File: src/rtl/fcl_pkg.sv
// Purpose : shared encodings and per-layer sizing for the FCL layer sequencers.
// Latency : n/a (constants and types only).
// Backpressure: n/a.
package fcl_pkg;

  // Sequencer FSM state encoding (3 bits).
  typedef enum logic [2:0] {
    IDLE  = 3'd0,
    CLEAR = 3'd1,
    READ  = 3'd2,
    DRAIN = 3'd3,
    WRITE = 3'd4,
    DONE  = 3'd5
  } fclState_t;

  // Layer geometry of the two FCL instances in the network.
  localparam int FCL1_N_OUT = 112;
  localparam int FCL1_N_IN  = 6;
  localparam int FCL2_N_OUT = 12;
  localparam int FCL2_N_IN  = 1;

endpackage

File: src/rtl/fcl_wrap_counter.sv
// Purpose : clear + enable up-counter that wraps from MV back to 0, with terminal-count flag.
// Latency : count updates on the clock edge after en; tc is combinational from the count.
// Backpressure: none; the counter simply holds while en is low.
// Ports   : clk, rstN (async active-low), clr (sync, has priority), en, cnt[WL], tc (cnt==MV).
module fcl_wrap_counter #(
  parameter int WL = 3,
  parameter int MV = 5
) (
  input  logic          clk,
  input  logic          rstN,
  input  logic          clr,
  input  logic          en,
  output logic [WL-1:0] cnt,
  output logic          tc
);

  localparam logic [WL-1:0] MAXV = WL'(MV);

  assign tc = (cnt == MAXV);

  always_ff @(posedge clk or negedge rstN) begin
    if (!rstN) begin
      cnt <= '0;
    end else if (clr) begin
      cnt <= '0;
    end else if (en) begin
      cnt <= tc ? '0 : cnt + WL'(1);
    end
  end

endmodule

File: src/rtl/fcl_layer_sequencer.sv
// Purpose : walks every output neuron of one FCL layer: clear acc, read N_IN words, drain, write result.
// Latency : N_IN+3 cycles per neuron; oDONE N_OUT*(N_IN+3)+1 cycles after the accepted iSTART.
// Backpressure: iHOLD stalls reads (and the address counters) in READ only; each held cycle adds one cycle.
// Ports   : iCLK/iRSTn; iSTART (accepted in IDLE), iHOLD; oBUSY, oDONE; oRD_EN, oW_ADDR, oX_ADDR to
//           weight ROM / input buffer; oACC_CLR, oACC_EN to the accumulator; oOUT_WE, oOUT_ADDR to output buffer.
module fcl_layer_sequencer
  import fcl_pkg::*;
#(
  parameter int N_OUT = 112,
  parameter int N_IN  = 6,
  parameter int WA_W  = 10,
  parameter int XA_W  = 3,
  parameter int OA_W  = 7
) (
  input  logic            iCLK,
  input  logic            iRSTn,
  input  logic            iSTART,
  input  logic            iHOLD,
  output logic            oBUSY,
  output logic            oDONE,
  output logic            oRD_EN,
  output logic [WA_W-1:0] oW_ADDR,
  output logic [XA_W-1:0] oX_ADDR,
  output logic            oACC_CLR,
  output logic            oACC_EN,
  output logic            oOUT_WE,
  output logic [OA_W-1:0] oOUT_ADDR
);

  fclState_t       state;
  logic [XA_W-1:0] word;
  logic            wordTc;
  logic [OA_W-1:0] neuron;
  logic            neuronTc;
  logic [WA_W-1:0] wptr;
  logic            rdEn;

  // The only combinational output path: a read is accepted in READ unless the input buffer holds us off.
  assign rdEn      = (state == READ) && !iHOLD;
  assign oRD_EN    = rdEn;

  // Addresses come straight from the counter flops, so they freeze automatically while held.
  assign oX_ADDR   = word;
  assign oW_ADDR   = wptr;
  assign oOUT_ADDR = neuron;

  fcl_wrap_counter #(.WL(XA_W), .MV(N_IN - 1)) uWordCnt (
    .clk  (iCLK),
    .rstN (iRSTn),
    .clr  (state == CLEAR),
    .en   (rdEn),
    .cnt  (word),
    .tc   (wordTc)
  );

  fcl_wrap_counter #(.WL(OA_W), .MV(N_OUT - 1)) uNeuronCnt (
    .clk  (iCLK),
    .rstN (iRSTn),
    .clr  (state == DONE),
    .en   (state == WRITE),
    .cnt  (neuron),
    .tc   (neuronTc)
  );

  // Running weight pointer = neuron*N_IN + word without a multiplier; it only
  // rewinds at the end of the layer, since the words of consecutive neurons are contiguous.
  always_ff @(posedge iCLK or negedge iRSTn) begin
    if (!iRSTn) begin
      wptr <= '0;
    end else if (state == DONE) begin
      wptr <= '0;
    end else if (rdEn) begin
      wptr <= wptr + WA_W'(1);
    end
  end

  // FSM with registered outputs: each output is loaded with its value for the state being entered.
  always_ff @(posedge iCLK or negedge iRSTn) begin
    if (!iRSTn) begin
      state    <= IDLE;
      oBUSY    <= 1'b0;
      oDONE    <= 1'b0;
      oACC_CLR <= 1'b0;
      oACC_EN  <= 1'b0;
      oOUT_WE  <= 1'b0;
    end else begin
      oDONE    <= 1'b0;
      oACC_CLR <= 1'b0;
      oOUT_WE  <= 1'b0;
      // RAM data appears one cycle after the read strobe.
      oACC_EN  <= rdEn;
      case (state)
        IDLE: begin
          if (iSTART) begin
            state    <= CLEAR;
            oBUSY    <= 1'b1;
            oACC_CLR <= 1'b1;
          end
        end
        CLEAR: begin
          state <= READ;
        end
        READ: begin
          if (rdEn && wordTc) begin
            state <= DRAIN;
          end
        end
        DRAIN: begin
          state   <= WRITE;
          oOUT_WE <= 1'b1;
        end
        WRITE: begin
          if (neuronTc) begin
            state <= DONE;
            oDONE <= 1'b1;
          end else begin
            state    <= CLEAR;
            oACC_CLR <= 1'b1;
          end
        end
        DONE: begin
          state <= IDLE;
          oBUSY <= 1'b0;
        end
        default: begin
          state <= IDLE;
          oBUSY <= 1'b0;
        end
      endcase
    end
  end

endmodule

File: config.mk
export PLATFORM = sky130hd
export DESIGN_NAME = fcl_layer_sequencer
export DESIGN_NICKNAME = d
export VERILOG_FILES = /design/src/rtl/fcl_pkg.sv /design/src/rtl/fcl_wrap_counter.sv /design/src/rtl/fcl_layer_sequencer.sv
export SDC_FILE = /design/constraint.sdc
export NUM_CORES = 1
export LEC_CHECK = 0
export ABC_CLOCK_PERIOD_IN_PS = 3200
export CAP_MARGIN = 20
export CORE_ASPECT_RATIO = 1.2
export CORE_MARGIN = 2
export CORE_UTILIZATION = 55
export CTS_BUF_LIST = sky130_fd_sc_hd__clkbuf_8
export CTS_CLUSTER_SIZE = 40
export DETAILED_ROUTE_END_ITERATION = 7
export MAX_ROUTING_LAYER = met4
export PLACE_DENSITY_LB_ADDON = 0.1
export SETUP_SLACK_MARGIN = 0.02
export SKIP_LAST_GASP = 1
export SLEW_MARGIN = 20
export SYNTH_ARGS = -nofsm -noshare
export SYNTH_HDL_FRONTEND = slang
export SYNTH_HIERARCHICAL = 1
export SYNTH_SLANG_ARGS = --single-unit
File: constraint.sdc
create_clock -name iCLK -period 3.2 [get_ports iCLK]
set_clock_uncertainty 0.15 [all_clocks]
set_input_delay 0.8 -clock iCLK [delete_from_list [all_inputs] [get_ports iCLK]]
set_output_delay 0.8 -clock iCLK [all_outputs]
set_load 0.02 [all_outputs]
==> qor.csv <==
metric,value,unit
"Hold Violations, Final",0,
GRT Util Overall,20.59,%
Die Footprint,3023,sq um
CP max stage cell,or4b_4,
CP Capture Type,output pin,
Root Buffer,clkbuf_8,
Pre-antenna DRT Iters,4,
Rows,20,
FF/Latch Area,700.7,sq um
crit share post-route,96.19,%
die height,59.84,um
post-route setup TNS,0,ns
vias in the first global route,1078,
"Clk Latency, worst-skew pair",0.27,ns
syn_area_per_cell,10.13,sq um
Mapped Area,1429,sq um
Antenna Diode Count,0,
Synth cell types,40,
Initial DRC Count,14,
Inst Count DP,201,
hold path startpoint,oW_ADDR[4],
CTS tree,yes,
Final ANT Viol Nets,0,
crit path cell chain,clkdlybuf4s50_1 > or4b_4 > inv_1 > dlygate4sd2_1,
Clock transition at path regs,0.09,ns
status,"complete, no violations",
r2r worst-path depth,6,
unrepaired setup endpoints after global routing,no,
die width,50.53,um
layout cells sized above 1,7.558,%
yosys warns,6,
syn_nets,147,
Num CTS Buffers,3,
critical-path maximum fanout,2,
relative slew slack,71.21,%
Max clock buf depth,2,
WP buf/inv,3,
initial core utilization,57.10,%
post-CTS setup buffers,0,
Synth top area share,49.04,%
Max stage delay on crit path,0.49,ns
fmax,324.9,MHz
Post-layout nets,179,
drt drc,0,
core area,2502,sq um
largest area contributor in the netlist,dfrtp_1,
CP arrival,2.13,ns
largest net degree at the start of global routing,29,
WS Path Type,input pin to output pin,
Seq cells post-synth,28,
flop-to-flop setup slack,0.99,ns
reg2reg end,uNeuronCnt/cnt[5],
first-pass GRT wire length,4629,um
final setup fails,0,
Min-Delay Path Class,register to register,
hold path depth,1,
CP Launch Type,input pin,
antenna violations before repair,0,
I/O Buffers,29,
fin crit period,3.078,ns
Max-Cap Viols,0,
H-tree levels,1,
GP Congestion,0.7402,
Filler cells,211,
leakage power,0.7666,nW
area of the multi-input gates,655.6,sq um
RR Startpoint,state[2],
DP HPWL,1950,um
slew of the pin with the lowest slew margin,0.4305,ns
Worst Path Required,2.25,ns
CP top delay family,buffers and inverters,
peak supply drop,0.5780,mV
Vias,1150,
instance count of the mapped netlist,141,
CTS sink cnt,28,
DRT Wirelength,2673,um
Area contributors post-synth,"dfrtp_1 49%, mux2i_1 4.2%, nand2_1 3.9%, a21oi_1 3.9%, nand2b_1 3.1%",
sequential cell area fraction in the yosys report,49.04,%
drt wl/cell,13.04,um
critical path depth,4,
Layout area overhead,25.83,%
Hold Path End,oW_ADDR[4],
Via density,5.610,
pins over their slew limit,0,
PnR Total Power,0.001538,W
Ports,30,
Layout Cells excl Fill,205,
grt ovf,0,
pwr dens,855.6,nW/um^2
[Yosys cell counts]
cell type and number:
and3b_2 1, or3b_1 2, nor3b_1 1, nand2_1 15, nand4_4 1, or3_2 1
or4_1 1, nand4_1 3, xor2_1 1, inv_1 7, nand3_1 4, or2_2 1
nor2b_1 2, nor3_1 1, a31oi_1 1, a211o_1 1, or2b_1 1, o32a_1 2
a21oi_1 11, nor2_1 9, buf_6 3, nand4b_1 2, and3_1 1, ha_1 2
or4b_1 1, o31ai_1 1, nor4_1 4, dfrtp_1 28, and2_1 1, a21bo_1 2
o21ai_0 6, xnor2_1 3, or4b_4 1, o211ai_1 2, clkbuf_1 2, nand2b_1 7
nand3b_1 1, buf_2 1, nand4bb_1 1, mux2i_1 6
[metrics by stage]
step                utilization, %  cell area [sq um]  worst slack [ns]  hold slack [ns]
floorplan                        -               1429            0.5398           0.3544
global placement             69.70               1744           -0.1368           0.3326
detailed placement           69.70               1744           -0.1606           0.3453
CTS                          71.85               1798            0.1111           0.3579
global route                 71.85               1798           0.05775           0.3954
finish                       71.85               1798            0.1218           0.3505
[layout by cell type (no fill, tap or decap), drive strengths merged, types with 6 or more instances in the layout]
master	count
clkdlybuf4s50	28
nor2	9
nand2b	7
o21ai	6
dfrtp	28
nand2	15
inv	7
mux2i	6
a21oi	11
[cell families after synthesis]
group	count (synthesis)	share of synthesized area [%]
adder cells (fa/ha/maj)	2	1.751
XOR/XNOR	4	2.452
buffers and inverters	13	5.079
flip-flops	28	49.04
AND/OR/NAND/NOR	62	26.10
AO/OA/AOI/OAI	26	11.38
multiplexers	6	4.203
[worst register-to-register path, stage by stage (launching register included)]
cell and delay [ns]:
dfrtp_1 0.39, buf_4 0.17, nand3b_1 0.35, inv_1 0.29
or3b_1 0.44, o32a_1 0.28, o21ai_0 0.07
[sequential cells by signal, indices dropped and copies added (netlist names)]
register	flops
oOUT_WE	1
state	3
oW_ADDR	10
oACC_CLR	1
oDONE	1
oACC_EN	1
oBUSY	1
uNeuronCnt/cnt	7
uWordCnt/cnt	3
[how the worst max path moves through the flow]
stage | slack [ns] | start | to
3_5_place_dp | -0.16 | iHOLD | oRD_EN
5_1_grt | 0.06 | iHOLD | oRD_EN
3_3_place_gp | -0.14 | iHOLD | oRD_EN
6_report | 0.12 | iHOLD | oRD_EN
2_1_floorplan | 0.54 | iHOLD | oRD_EN
4_1_cts | 0.11 | iHOLD | oRD_EN
[area by class of cell]
type / instances / share of cell area [%]
clock buffer: 4 / 3.062
inverter: 7 / 1.461
multi-input combinational: 100 / 36.46
sequential: 28 / 38.97
tap: 33 / 2.296
timing repair buffer: 33 / 17.75
[power by group]
part / switching [W] / leakage [nW] / internal, W
clock: 0.000107 / 0.0288 / 0.000110
combinational: 0.000350 / 0.387 / 0.000347
sequential: 0.000147 / 0.351 / 0.000476
total: 0.000605 / 0.767 / 0.000933
[routing by layer]
metal,share of wire [%],vias to the layer above,track usage [%]
met3,3.2,3,2.500
met4,1.2,0,6.950
li1,-,556,-
met2,50,24,35.90
met5,0,-,-
met1,45,567,24.88
[what timing repair did]
item / CTS / global route
resized for setup: 1 / 0
endpoints found under the setup margin: 1 / 0
hold buffers: 0 / 0
Power figures use the tool's default switching activity.
